==> config.mk <==
export PLATFORM = sky130hd
export DESIGN_NAME = ufm_led_sequencer
export DESIGN_NICKNAME = d
export VERILOG_FILES = /design/src/rtl/ufm_led_sequencer.sv
export SDC_FILE = /design/constraint.sdc
export NUM_CORES = 1
export LEC_CHECK = 0
export BUFFER_PORTS_ARGS = -buffer_cell sky130_fd_sc_hd__buf_2
export CORE_MARGIN = 4
export CORE_UTILIZATION = 56
export DETAILED_ROUTE_END_ITERATION = 10
export PLACE_DENSITY_LB_ADDON = 0.1
export SLEW_MARGIN = 5
export SYNTH_ARGS = -nofsm -noshare
export SYNTH_HDL_FRONTEND = slang
export SYNTH_SLANG_ARGS = --single-unit
==> constraint.sdc <==
create_clock -name clk -period 3 [get_ports clk]
set_clock_uncertainty 0.1 [all_clocks]
set_input_delay 0.15 -clock clk [delete_from_list [all_inputs] [get_ports clk]]
set_output_delay 0.15 -clock clk [all_outputs]
set_load 0.1 [all_outputs]
==> src/rtl/ufm_led_sequencer.sv <==
// rtl/ufm_led_sequencer.sv - plays an LED blink sequence fetched word-by-word from UFM
//
// Each UFM step word is {duration[15:8], pattern[7:0]}. The pattern is shown on
// led for duration*TICK_DIV clocks. A zero duration ends the sequence.
//
// Ports:
//   clk, rst        system clock, synchronous active-high reset
//   start           begin playback (sampled only in IDLE)
//   ufm_addr        UFM word address
//   ufm_nread       active-low single-cycle read strobe
//   ufm_busy        UFM busy; strobe is only issued while low
//   ufm_data_valid  ufm_data valid this cycle
//   ufm_data        UFM read data
//   led             LED pattern
//   running         high from leaving IDLE until DONE
//   done            one-cycle end-of-sequence pulse
//   error           sticky read-timeout flag
module ufm_led_sequencer #(
  parameter int ADDR_W    = 9,
  parameter int BASE_ADDR = 0,
  parameter int N_STEPS   = 16,
  parameter int TICK_DIV  = 1000,
  parameter int TIMEOUT   = 255
) (
  input  logic              clk,
  input  logic              rst,
  input  logic              start,
  output logic [ADDR_W-1:0] ufm_addr,
  output logic              ufm_nread,
  input  logic              ufm_busy,
  input  logic              ufm_data_valid,
  input  logic [15:0]       ufm_data,
  output logic [7:0]        led,
  output logic              running,
  output logic              done,
  output logic              error
);

  localparam int PRE_W  = $clog2(TICK_DIV);
  localparam int STEP_W = (N_STEPS > 1) ? $clog2(N_STEPS) : 1;
  localparam int TO_W   = $clog2(TIMEOUT + 1);

  typedef enum logic [2:0] {S_IDLE, S_REQ, S_WAIT, S_SHOW, S_DONE} state_t;

  state_t              state, state_d;
  logic [ADDR_W-1:0]   addr_d;
  logic                nread_d;
  logic [7:0]          led_d;
  logic                running_d, done_d, error_d;
  logic [PRE_W-1:0]    pre, pre_d;
  logic [STEP_W-1:0]   step, step_d;
  logic [7:0]          dur, dur_d;
  logic [TO_W-1:0]     tcnt, tcnt_d;

  logic [TO_W-1:0]     tcnt_inc;
  logic                tick, last_tick, last_step, timeout_hit, end_marker;

  assign tcnt_inc    = tcnt + 1'b1;
  assign tick        = (pre == PRE_W'(TICK_DIV - 1));
  // dur is never 0 inside SHOW, so the tick that takes it from 1 ends the step
  assign last_tick   = tick && (dur == 8'd1);
  assign last_step   = (step == STEP_W'(N_STEPS - 1));
  // WAIT lasts at most TIMEOUT cycles counting the strobe cycle
  assign timeout_hit = (tcnt_inc == TO_W'(TIMEOUT));
  assign end_marker  = (ufm_data[15:8] == 8'd0);

  always_ff @(posedge clk) begin
    if (rst) begin
      state     <= S_IDLE;
      ufm_addr  <= ADDR_W'(BASE_ADDR);
      ufm_nread <= 1'b1;
      led       <= 8'd0;
      running   <= 1'b0;
      done      <= 1'b0;
      error     <= 1'b0;
      pre       <= '0;
      step      <= '0;
      dur       <= 8'd0;
      tcnt      <= '0;
    end else begin
      state     <= state_d;
      ufm_addr  <= addr_d;
      ufm_nread <= nread_d;
      led       <= led_d;
      running   <= running_d;
      done      <= done_d;
      error     <= error_d;
      pre       <= pre_d;
      step      <= step_d;
      dur       <= dur_d;
      tcnt      <= tcnt_d;
    end
  end

  always_comb begin
    state_d = state;
    case (state)
      S_IDLE: if (start) state_d = S_REQ;
      S_REQ:  if (!ufm_busy) state_d = S_WAIT;
      S_WAIT: begin
        // valid takes priority over a coincident timeout
        if (ufm_data_valid) state_d = end_marker ? S_DONE : S_SHOW;
        else if (timeout_hit) state_d = S_DONE;
      end
      S_SHOW: if (last_tick) state_d = last_step ? S_DONE : S_REQ;
      S_DONE: state_d = S_IDLE;
      default: state_d = S_IDLE;
    endcase
  end

  always_comb begin
    addr_d    = ufm_addr;
    nread_d   = 1'b1;
    led_d     = led;
    running_d = running;
    done_d    = 1'b0;
    error_d   = error;
    pre_d     = pre;
    step_d    = step;
    dur_d     = dur;
    tcnt_d    = tcnt;
    case (state)
      S_IDLE: begin
        if (start) begin
          addr_d    = ADDR_W'(BASE_ADDR);
          step_d    = '0;
          error_d   = 1'b0;
          running_d = 1'b1;
        end
      end
      S_REQ: begin
        if (!ufm_busy) begin
          nread_d = 1'b0;
          tcnt_d  = '0;
        end
      end
      S_WAIT: begin
        tcnt_d = tcnt_inc;
        if (ufm_data_valid) begin
          if (!end_marker) begin
            led_d = ufm_data[7:0];
            dur_d = ufm_data[15:8];
            pre_d = '0;
          end
        end else if (timeout_hit) begin
          error_d = 1'b1;
        end
      end
      S_SHOW: begin
        pre_d = tick ? '0 : pre + 1'b1;
        if (tick) dur_d = dur - 8'd1;
        if (last_tick && !last_step) begin
          step_d = step + 1'b1;
          addr_d = ufm_addr + 1'b1;
        end
      end
      S_DONE: begin
        done_d    = 1'b1;
        running_d = 1'b0;
        led_d     = 8'd0;
      end
      default: ;
    endcase
  end

endmodule

## Word level (Yosys, flattened, before mapping)

Index checks and enable logic that the tools add are counted.

| storage, ports and cells | value |
|---|---|
| register bits | 54 |
| bits of input ports | 21 |
| output and inout port bits | 21 |
| logic and storage cells | 90 |

| cells by class | value |
|---|---|
| add/subtract/negate cells | 5 |
| eq/ne operators | 18 |
| mux-type cells | 35 |
| bitwise gates (word level) | 1 |
| reduce and logical (&&, ||, !) cells | 20 |

Operator list:

| kind | number |
|---|---|
| 8-bit 2-to-1 mux | 6 |
| 8-bit one-hot mux with 2 select lines | 3 |
| 10-bit 2-to-1 mux | 3 |
| 3-bit 2-to-1 mux | 7 |
| 10-bit one-hot mux with 2 select lines | 1 |
| 9-bit 2-to-1 mux | 2 |
| 2-bit != test (second input constant) | 9 |
| 9-bit one-hot mux with 2 select lines | 1 |
| 3-bit one-hot mux with 4 select lines | 1 |
| 4-bit AND reduction | 3 |
| 2-bit nonzero test | 6 |
| 10-bit by 1-bit adder with 10-bit output (second input constant) | 1 |
| 10-bit equality test (second input constant) | 1 |
| 9-bit by 1-bit adder with 9-bit output (second input constant) | 1 |
| 3-bit AND reduction | 3 |
| 8-bit by 1-bit adder with 8-bit output (second input constant) | 1 |
| 8-bit by 1-bit equality test with 1-bit output (second input constant) | 1 |
| 8-bit equality test (second input constant) | 1 |
| 8-bit zero test | 1 |
| 4-bit 2-to-1 mux | 2 |
| 4-bit one-hot mux with 2 select lines | 1 |
| 8-bit by 1-bit subtractor with 8-bit output (second input constant) | 1 |
| 3-bit by 2-bit equality test with 1-bit output (second input constant) | 2 |
| 1-bit 2-to-1 mux | 6 |
| 12 further kinds | 15 |

## Longest topological paths before layout

| logic depth | value |
|---|---|
| depth in word-level cells | 5 |
| depth in mapped cells | 9 |
| gate-level depth less buffers | 7 |

## Worst setup path after synthesis

OpenSTA, ideal clock, no wires.

| timing path | value |
|---|---|
| path kind | register to register |
| start point | register ufm_addr[2] |
| end point | register ufm_addr[5] |
| data arrival time | 1.964 ns |
| path slack | 0.866 ns |
| stages on the path, launching flop included | 5 |
| path buffers | 0 |
| clock period less this slack | 2.134 ns |
| cells stage by stage | dfxtp_1 > and3_1 > nand2_2 > or4_1 > a21oi_1 |

| between the ends | value |
|---|---|
| longest elaborated chain between the ends | 3 |

Ends and longest elaborated chain:

| what | RTL line | source |
|---|---|---|
| start: declaration | 28 | `output logic [ADDR_W-1:0] ufm_addr,` |
| start signal: assignment | 70 | `ufm_addr <= ADDR_W'(BASE_ADDR);` |
| start signal: assignment | 82 | `ufm_addr <= addr_d;` |
| 9-bit by 1-bit adder with 9-bit output | 154 | `addr_d = ufm_addr + 1'b1;` |
| 9-bit 2-to-1 mux | 152 | `if (last_tick && !last_step) begin` |
| 9-bit one-hot mux with 2 select lines | 122 | `case (state)` |

No other way between the ends. The select of a mux whose other input is x is not followed.
A chain may end at the register's enable or synchronous reset.

## Worst setup path after layout

| timing path | value |
|---|---|
| start point | register pre[0] |
| end point | register ufm_addr[5] |

| between the ends | value |
|---|---|
| longest elaborated chain between the ends | 5 |

Ends and longest elaborated chain:

| what | RTL line | source |
|---|---|---|
| start: declaration | 50 | `logic [PRE_W-1:0] pre, pre_d;` |
| start signal: assignment | 88 | `pre <= pre_d;` |
| 10-bit equality test | 59 | `assign tick = (pre == PRE_W'(TICK_DIV - 1));` |
| 1-bit logical AND | 61 | `assign last_tick = tick && (dur == 8'd1);` |
| 1-bit logical AND | 152 |  |
| 2-bit != test (no line) | - |  |
| 3-bit AND reduction (no line) | - |  |

No other way between the ends.

==> run_results.csv <==
group,metric,value,unit
final_layout,area_delta_synth_final,15.5,%
synthesis,yosys.area.top_type,"dfxtp_1",
power,p_leak,1.22,nW
routing,via_per_inst,5.62,
setup_path,ff2ff_setup_slack,580,ps
clock_tree,cts_num_sinks,54,
grt,grt_first_pass_wirelength,10300,microns
clock_tree,ctsResizeCount,0,
synthesis,synth_cell_types,52,
clock_tree,cts_htree_levels,2,
setup_path,endpoint,"ufm_addr[5]$_SDFFE_PP0P_",
synthesis,syn_nets,364,
sta,holdWs,12.3,ps
setup_path,r2r_end,"ufm_addr[5]$_SDFFE_PP0P_",
sta,fmax,414,MHz
setup_path,endpoint_kind,"flop",
worst_hold_path,hp-class,"in2reg",
clock_tree,post_cts_buffers,0,
synthesis,synth_area,2720,sq um
floorplan,initial_core_util,57.6,%
synthesis,synth_top_area_share,39.7,%
setup_path,arrival,2560,ps
grt,track_usage,20.7,%
synthesis,synth_common_cells,"nor2_1 (55), dfxtp_1 (54), a21oi_1 (32), o21ai_0 (24), nand2_1 (20)",
final_layout,fin_nets,407,
final_layout,final_layout_size_suffix_gt1_share,16.1,%
clock_tree,tritoncts,"yes",
sta,drv_slew,0,
sta,hold_violations,0,
placed_design,dpl.hpwl,4140,microns
clock_tree,cts.clk_slew.worst_paths,100,ps
sta,relSlewSlack,55.2,%
floorplan,die-area,6040,sq um
clock_tree,clockBufferDepth,2,
power,power,2.13,mW
synthesis,yosys_most_used_dff,"dfxtp_1",
floorplan,die_h,77.7,microns
job,drv_cap,0,
final_layout,n_antenna_cell,0,
setup_path,r2r-start,"pre[0]$_SDFFE_PP0P_",
clock_tree,cts_buffers,5,
synthesis,seq_area_frac_synth,39.7,%
clock_tree,cts-root-buf,"clkbuf_8",
floorplan,coreArea,4720,sq um
sta,fin_setup_tns,0,ps
sta,post-route-min-period,2420,ps
clock_tree,clk_latency,310,ps
placed_design,port_buffers,41,
floorplan,ios,42,
setup_path,ff2ff_path_depth,7,
floorplan,rows,25,
clock_tree,postCtsHoldBufs,9,
run_status,status,"complete, no violations",
power,vdd_drop_max,0.428,mV
synthesis,async_flop_share,0,%
grt,grt_overflow,0,
routing,avgRoutedWirePerCell,13.5,microns
synthesis,synthCells,336,
placed_design,gp_congestion,0.850,
grt,antenna_found_initial,0,
routing,dr.pass1.iters,4,
synthesis,yosysMostFrequentCell,"nor2_1",
setup_path,start_kind,"flop",
setup_path,critical_path_class,"reg2reg",
synthesis,yosys_register_bits,54,
sta,max_slew.worst_pin.slew,670,ps
routing,postRouteAntennaNets,0,
routing,drc,0,
floorplan,die_w,77.7,microns
routing,drt_iter0_drc,135,
grt,grt_pass1_vias,2305,
setup_path,crit_start,"pre[0]$_SDFFE_PP0P_",
sta,fin_crit_sh,80.5,%
sta,setup_violations,0,
synthesis,synth.avg_cell_area,8.10,sq um
grt,grt_max_degree,33,
setup_path,crit_required,3140,ps
synthesis,synth-edff-count,0,
sta,rsz0062_at_grt,"false",
synthesis,yosysWarnings,0,
setup_path,crit_fanout,7,
routing,route.final.wire_length,6010,microns
routing,vias,2511,
synthesis,synthTopCellsByArea,"dfxtp_1 (40%), nor2_1 (7.6%), a21oi_1 (5.9%)",
power,powerDensity,676,nW/um^2
final_layout,num-fill-cells,399,
## flip-flops by register name, summed over array words and instances, names as in the netlist
register   count
ufm_addr       9
state          3
error          1
done           1
step           4
ufm_nread      1
led            8
running        1
pre           10
tcnt           8
dur            8
## cell type report
class                   count  area, sq um  share of cell area, %
repair buffers             54          325                   10.3
flip-flops and latches     54         1080                   34.4
multi-input cells         256         1530                   48.6
inverters                   8         30.0                  0.955
clock inverters             2         12.5                  0.398
well taps                  67         83.8                   2.67
clock buffers               6         82.6                   2.63
## placed cells by master (no fill, tap or decap), types with 3 or more instances in the layout
cell type and instances:
inv_1 8, nand4_1 8, nor3_1 4, a21oi_1 32
nor4_1 4, xor2_1 10, dlygate4sd3_1 9, a22o_1 3
nand3b_1 5, buf_2 41, dfxtp_1 54, or4_1 3
o21ai_0 24, ha_1 7, nand2_1 20, buf_4 4
and3_1 9, a211oi_1 6, nor2_1 55, or3_1 3
a31oi_1 5, nand3_1 13, mux2i_1 10, clkbuf_8 6
## per-stage QoR
step / std cells / utilization [%] / area [sq um] / setup WS [ps]
floorplan: 336 / - / 2720 / 866
global route: 447 / 66.6 / 3150 / 426
CTS: 447 / 66.6 / 3150 / 564
global placement: 430 / 62.7 / 2960 / 678
detailed placement: 430 / 62.7 / 2960 / 599
finish: 447 / 66.6 / 3150 / 584
## how the worst min path moves through the flow
stage / start / end / slack, ps / depth (start not counted)
after floorplan: rst / ufm_nread$_SDFF_PP1_ / 140 / 2
after global placement: ufm_data[1] / led[1]$_SDFFE_PP0P_ / 290 / 3
after detailed placement: ufm_data[3] / led[3]$_SDFFE_PP0P_ / 300 / 3
after CTS: start / running$_SDFFE_PP0P_ / 6 / 3
after global routing: start / running$_SDFFE_PP0P_ / 30 / 3
final: start / running$_SDFFE_PP0P_ / 10 / 3
## power breakdown
part | switching [mW] | total, mW | internal, mW
clock | 0.236 | 0.422 | 0.186
combinational | 0.564 | 0.829 | 0.265
sequential | 0.0823 | 0.876 | 0.794
## per-layer routing
metal,up-vias,track usage [%],wire length (microns)
met5,-,0,0
met1,1150,26.0,2910
met2,56,34.6,2740
li1,1295,-,-
met3,10,4.52,243
met4,0,7.65,111
## logic make-up (layout without fill, tap and decap cells)
logic type	count (synthesis)	in the layout	share of synthesized area (%)
compound gates	87	87	19.6
fa+ha+maj	7	7	3.22
simple gates	140	140	25.8
buf+inv	26	70	4.09
flops	54	54	39.7
mux	10	10	3.68
xor+xnor	12	12	3.86
## critical path: stages, from the launching register on
cell,delay [ps]
dfxtp_1,370
ha_1,220
nand4b_1,130
or3_4,370
o31ai_4,430
nand2_2,100
or4_1,470
a21oi_1,150
Note: power is estimated with default switching activity, not from simulation.
